File: src/rtl/digit_recog_pkg.sv
// Shared types for the digit recognition output stage: activation array,
// decider FSM state and widths.
package digit_recog_pkg;
  localparam int DATA_W     = 4;
  localparam int NUM_DIGITS = 10;
  localparam int DIGIT_W    = 4;

  typedef enum logic [1:0] {IDLE, SCAN, DONE} state_e;

  // Element 0 sits in the most significant nibble, matching the sigmoid bank.
  typedef logic [0:NUM_DIGITS-1][DATA_W-1:0] act_arr_t;
endpackage

File: src/rtl/digit_decider_if.sv
// Handshake and result bus between the top-level controller and digit_decider.
interface digit_decider_if;
  import digit_recog_pkg::*;

  logic               start;
  logic               clear;
  act_arr_t           digit_weights;
  logic               busy;
  logic               done;
  logic [DIGIT_W-1:0] digit;
  logic [DATA_W-1:0]  confidence;
  logic               valid;

  modport master (output start, clear, digit_weights,
                  input  busy, done, digit, confidence, valid);
  modport slave  (input  start, clear, digit_weights,
                  output busy, done, digit, confidence, valid);
endinterface

File: src/rtl/digit_decider_idx_counter.sv
// Scan index counter 0..NUM_DIGITS-1 with enable, clear and a last flag.
module digit_decider_idx_counter
  import digit_recog_pkg::*;
(
  input  logic               clk,
  input  logic               n_rst,
  input  logic               clr,
  input  logic               en,
  output logic [DIGIT_W-1:0] idx,
  output logic               last
);
  assign last = (idx == DIGIT_W'(NUM_DIGITS - 1));

  always_ff @(posedge clk or negedge n_rst) begin
    if (!n_rst)   idx <= '0;
    else if (clr) idx <= '0;
    else if (en)  idx <= last ? '0 : idx + 1'b1;
  end
endmodule

File: src/rtl/digit_decider.sv
// Sequential argmax over the 10 output activations with a start/busy/done
// handshake; publishes digit, confidence and a threshold-qualified valid.
module digit_decider
  import digit_recog_pkg::*;
#(
  parameter int THRESHOLD = 8
) (
  input  logic            clk,
  input  logic            n_rst,
  digit_decider_if.slave  bus
);
  localparam logic [DATA_W-1:0] THR = DATA_W'(THRESHOLD);

  state_e             state;
  act_arr_t           snap;
  logic [DATA_W-1:0]  best_val;
  logic [DIGIT_W-1:0] best_idx;
  logic [DIGIT_W-1:0] idx;
  logic               last;

  logic               busy_r, done_r, valid_r;
  logic [DIGIT_W-1:0] digit_r;
  logic [DATA_W-1:0]  conf_r;

  logic [DATA_W-1:0]  cur_val, nxt_val;
  logic [DIGIT_W-1:0] nxt_idx;
  logic               take;

  digit_decider_idx_counter u_idx (
    .clk   (clk),
    .n_rst (n_rst),
    .clr   (bus.clear || state != SCAN),
    .en    (state == SCAN),
    .idx   (idx),
    .last  (last)
  );

  // Strict compare keeps the lowest index on ties; idx 0 seeds the best.
  always_comb begin
    cur_val = snap[idx];
    take    = (idx == '0) || (cur_val > best_val);
    nxt_val = take ? cur_val : best_val;
    nxt_idx = take ? idx : best_idx;
  end

  always_ff @(posedge clk or negedge n_rst) begin
    if (!n_rst) begin
      state    <= IDLE;
      snap     <= '0;
      best_val <= '0;
      best_idx <= '0;
      busy_r   <= 1'b0;
      done_r   <= 1'b0;
      digit_r  <= '0;
      conf_r   <= '0;
      valid_r  <= 1'b0;
    end else if (bus.clear) begin
      // Abort keeps the last published result intact.
      state  <= IDLE;
      busy_r <= 1'b0;
      done_r <= 1'b0;
    end else begin
      case (state)
        IDLE: begin
          done_r <= 1'b0;
          if (bus.start) begin
            snap   <= bus.digit_weights;
            state  <= SCAN;
            busy_r <= 1'b1;
          end
        end
        SCAN: begin
          best_val <= nxt_val;
          best_idx <= nxt_idx;
          if (last) begin
            state   <= DONE;
            done_r  <= 1'b1;
            digit_r <= nxt_idx;
            conf_r  <= nxt_val;
            valid_r <= (nxt_val >= THR);
          end
        end
        DONE: begin
          state  <= IDLE;
          done_r <= 1'b0;
          busy_r <= 1'b0;
        end
        default: begin
          state  <= IDLE;
          busy_r <= 1'b0;
          done_r <= 1'b0;
        end
      endcase
    end
  end

  assign bus.busy       = busy_r;
  assign bus.done       = done_r;
  assign bus.digit      = digit_r;
  assign bus.confidence = conf_r;
  assign bus.valid      = valid_r;
endmodule

File: src/flat_wrapper.sv
// flat-port wrapper written by rule: the top's interface ports become plain ports
module digit_decider_flat import digit_recog_pkg::*;
#(
  parameter int THRESHOLD = 8
)
  (clk, n_rst, bus_start, bus_clear, bus_digit_weights, bus_busy, bus_done, bus_digit, bus_confidence, bus_valid);
  digit_decider_if bus_i ();
  input  logic clk;
  input  logic n_rst;
  input wire logic [$bits(bus_i.start)-1:0] bus_start;
  input wire logic [$bits(bus_i.clear)-1:0] bus_clear;
  input wire logic [$bits(bus_i.digit_weights)-1:0] bus_digit_weights;
  output wire logic [$bits(bus_i.busy)-1:0] bus_busy;
  output wire logic [$bits(bus_i.done)-1:0] bus_done;
  output wire logic [$bits(bus_i.digit)-1:0] bus_digit;
  output wire logic [$bits(bus_i.confidence)-1:0] bus_confidence;
  output wire logic [$bits(bus_i.valid)-1:0] bus_valid;
  assign bus_i.start = bus_start;
  assign bus_i.clear = bus_clear;
  assign bus_i.digit_weights = bus_digit_weights;
  assign bus_busy = bus_i.busy;
  assign bus_done = bus_i.done;
  assign bus_digit = bus_i.digit;
  assign bus_confidence = bus_i.confidence;
  assign bus_valid = bus_i.valid;
  digit_decider #(.THRESHOLD(THRESHOLD)) u_core (.clk(clk), .n_rst(n_rst), .bus(bus_i));
endmodule
File: config.mk
export PLATFORM = sky130hd
export DESIGN_NAME = digit_decider_flat
export DESIGN_NICKNAME = d
export VERILOG_FILES = /design/src/rtl/digit_recog_pkg.sv /design/src/rtl/digit_decider_if.sv /design/src/rtl/digit_decider_idx_counter.sv /design/src/rtl/digit_decider.sv /design/src/flat_wrapper.sv
export SDC_FILE = /design/constraint.sdc
export NUM_CORES = 1
export LEC_CHECK = 0
export ABC_CLOCK_PERIOD_IN_PS = 5600
export CELL_PAD_IN_SITES_DETAIL_PLACEMENT = 1
export CELL_PAD_IN_SITES_GLOBAL_PLACEMENT = 1
export CORE_MARGIN = 5
export CORE_UTILIZATION = 38
export CTS_CLUSTER_DIAMETER = 40
export DETAILED_ROUTE_END_ITERATION = 16
export HOLD_SLACK_MARGIN = 0.08
export PLACE_DENSITY_LB_ADDON = 0.1
export SYNTH_ARGS = -nofsm -noshare
export SYNTH_HDL_FRONTEND = slang
export SYNTH_HIERARCHICAL = 1
export SYNTH_SLANG_ARGS = --single-unit
File: constraint.sdc
create_clock -name clk -period 5.6 [get_ports clk]
set_input_delay 1.12 -clock clk [delete_from_list [all_inputs] [get_ports clk]]
set_output_delay 1.12 -clock clk [all_outputs]
set_load 0.03 [all_outputs]
==> impl_metrics.env <==
export IMPL_synth_common_cells="64 x dfrtp_1, 45 x mux2_2, 18 x mux2i_1"
export IMPL_grt_antenna_before_repair=0
export IMPL_final_hold_viol_count=0
export IMPL_avgSynthCellArea_um2=12.5
export IMPL_syn_num_nets=297
export IMPL_synth_area_leaders="dfrtp_1 52%, mux2_2 16%, mux2i_1 5.8%, ha_1 2.4%, o21ai_0 2.1%"
export IMPL_cts_path_max_buffers=2
export IMPL_drt_pass1_iterations=4
export IMPL_synthCells=247
export IMPL_synth_warning_count=6
export IMPL_ys_types=37
export IMPL_p_leak_nw=1.59
export IMPL_synth_top_area_cell="dfrtp_1"
export IMPL_fill_cells=843
export IMPL_cts_buffers=9
export IMPL_fin_crit_sh=0.643
export IMPL_ios=55
export IMPL_yosysSeqAreaShare=0.518
export IMPL_clock_sinks=64
export IMPL_slowest_delay_ns=0.69
export IMPL_wl_per_cell_um=16.0
export IMPL_dp_hpwl_um=4700
export IMPL_max_cap_viol_count=0
export IMPL_clock_skew_final_ns=0.00654
export IMPL_drt_wl_total_um=6560
export IMPL_gr_usage_met3=0.0320
export IMPL_hp_class="reg -> reg"
export IMPL_crit_family="compound AO/OA/AOI/OAI gates"
export IMPL_die_area_mm2=0.0100
export IMPL_drive_gt1_frac=0.240
export IMPL_gp_congestion=0.798
export IMPL_crit_type="reg -> reg"
export IMPL_hold_slack_ns=0.479
export IMPL_portBuffers=54
export IMPL_worstMarginPinSlew_ns=0.791
export IMPL_cts_setup_buffers=0
export IMPL_crit_reg2reg_launch="u_core/u_idx/idx[0]"
export IMPL_setup_tns_ns=0
export IMPL_gr_usage_met1=0.188
export IMPL_syn_area_mm2=0.00309
export IMPL_crit_path_cell_trace="buf_4 > mux4_2 > o22ai_1 > o22ai_1 > ha_1 > a21oi_1 > nor2b_1 > a211oi_4 > mux2_2"
export IMPL_setup_worst_path_end_class="register"
export IMPL_powerDensity_mw_per_mm2=301
export IMPL_grt_pass1_wl_um=11400
export IMPL_synth_edff_count=0
export IMPL_antenna_left=0
export IMPL_worstPathArrival_ns=3.82
export IMPL_clk_pin_slew_ns=0.07
export IMPL_clock_latency_ns=0.34
export IMPL_finalSetupViolations=0
export IMPL_ys_ff_latch=64
export IMPL_grt_pass1_vias=2309
export IMPL_drc=0
export IMPL_crit_path_max_fanout=13
export IMPL_relSlewSlack=0.473
export IMPL_holdBufCountCts=0
export IMPL_yosysMostFrequentCell="dfrtp_1"
export IMPL_fmax_mhz=278
export IMPL_htreeDepth=3
export IMPL_ctsResizeCount=0
export IMPL_status="completed"
export IMPL_ir_drop_v=0.000148
export IMPL_min_from="u_core/bus.busy"
export IMPL_grt_met2_usage=0.232
export IMPL_critPathBufInv=1
export IMPL_start_kind="register"
export IMPL_die_x_um=100
export IMPL_ys_flop_type="dfrtp_1"
export IMPL_rows=32
export IMPL_gr_total_overflow=0
export IMPL_core_mm2=0.00781
export IMPL_cp_startpoint="u_core/u_idx/idx[0]"
export IMPL_min_period_ns=3.60
export IMPL_via_count=2099
export IMPL_required_ns=5.83
export IMPL_drv_slew=0
export IMPL_syn2layout_area_growth_pct=25.1
export IMPL_worst_path_most_repeated_cell="o22ai_1"
export IMPL_track_usage=0.145
export IMPL_netlist_area_leader_share=0.518
export IMPL_antenna_cells=0
export IMPL_r2r_setup_slack_ns=2.00
export IMPL_rsz0062_at_grt="false"
export IMPL_drt_iter0_markers=40
export IMPL_start_util=0.396
export IMPL_busiest_layer="met2"
export IMPL_grt_max_degree=65
export IMPL_dieHeight_um=100
export IMPL_nNetsFinal=353
export IMPL_tritoncts="built"
export IMPL_root_buffer="clkbuf_8"
export IMPL_via_per_inst=5.12
export IMPL_crit_slowest_cell="dfrtp_1"
export IMPL_async_flop_share=1.00
[sequential cells by signal, indices dropped and copies added, names as in the netlist]
| signal | flops |
|---|---|
| u_core/u_idx/idx | 4 |
| u_core/best_idx | 4 |
| u_core/best_val | 4 |
| u_core/bus.done | 1 |
| u_core/bus.confidence | 3 |
| u_core/bus.valid | 1 |
| u_core/snap | 40 |
| u_core/bus.busy | 1 |
| u_core/state | 2 |
| u_core/bus.digit | 4 |
[where the power goes]
part	switching, mW	internal, mW	total (mW)
clock	0.171	0.172	0.342
sequential	0.0454	0.539	0.584
combinational	0.101	0.138	0.239
[path summary, 6_finish.rpt]
kind / endpoint / cells after the start
worst max-delay path: u_core/best_idx[0] / 9
worst min-delay path: u_core/bus.busy / 1
worst max register to register: u_core/best_idx[0] / 9
worst min register to register: u_core/bus.busy / 1
max in group asynchronous: u_core/snap[26] / 2
min in group asynchronous: u_core/bus.busy / 2
[routing by layer]
layer,vias up,part of all wire
met5,-,0
met4,0,0.019
met3,12,0.038
met2,40,0.50
met1,1055,0.45
li1,992,-
[metrics by stage]
step	util	total power [mW]	cells	area, um2	setup WS, ns
after detailed placement	0.474	0.836	394	3700	1.97
after global placement	0.474	0.828	394	3700	2.02
after CTS	0.495	1.19	410	3870	1.94
after global routing	0.495	1.24	410	3870	1.73
after floorplan	-	0.744	247	3090	2.72
final	0.495	1.16	410	3870	2.00
[cells by family (layout without fill, tap and decap cells)]
| kind of cell | after synthesis | in the layout | synth area share |
|---|---|---|---|
| adder cells (fa/ha/maj) | 6 | 6 | 0.0243 |
| multiplexers | 66 | 66 | 0.242 |
| flip-flops | 64 | 64 | 0.518 |
| AND/OR/NAND/NOR | 47 | 47 | 0.0866 |
| XOR/XNOR | 1 | 1 | 0.00283 |
| buffers and inverters | 20 | 81 | 0.0368 |
| AO/OA/AOI/OAI | 43 | 43 | 0.0895 |
[cell type report]
type                            instances  area [um2]  area share
Multi-Input combinational cell        163        1380       0.358
Clock buffer                           13         149      0.0385
Timing Repair Buffer                   57         558       0.144
Sequential cell                        64        1600       0.414
Tap cell                              102         128      0.0330
Inverter                                8        30.0     0.00776
Clock inverter                          3        17.5     0.00453
[placed cells by master, fill, tap and decap left out, drive strengths merged]
master	n
buf	4
o21ai	18
nor4	1
and4b	1
mux2i	18
clkbuf	13
clkdlybuf4s50	53
nand2b	5
a31o	2
and2	1
a21oi	9
ha	6
o21bai	1
nand2	15
nor2b	3
nor3	1
mux4	2
nor4b	1
xor2	1
o22ai	3
o211ai	1
o22a	5
mux2	46
nor2	9
or2	3
inv	8
nor3b	3
nand3b	3
a211oi	1
clkinvlp	1
a21o	2
clkinv	2
dfrtp	64
a21boi	1
nand4	1
Power figures use the tool's default switching activity.
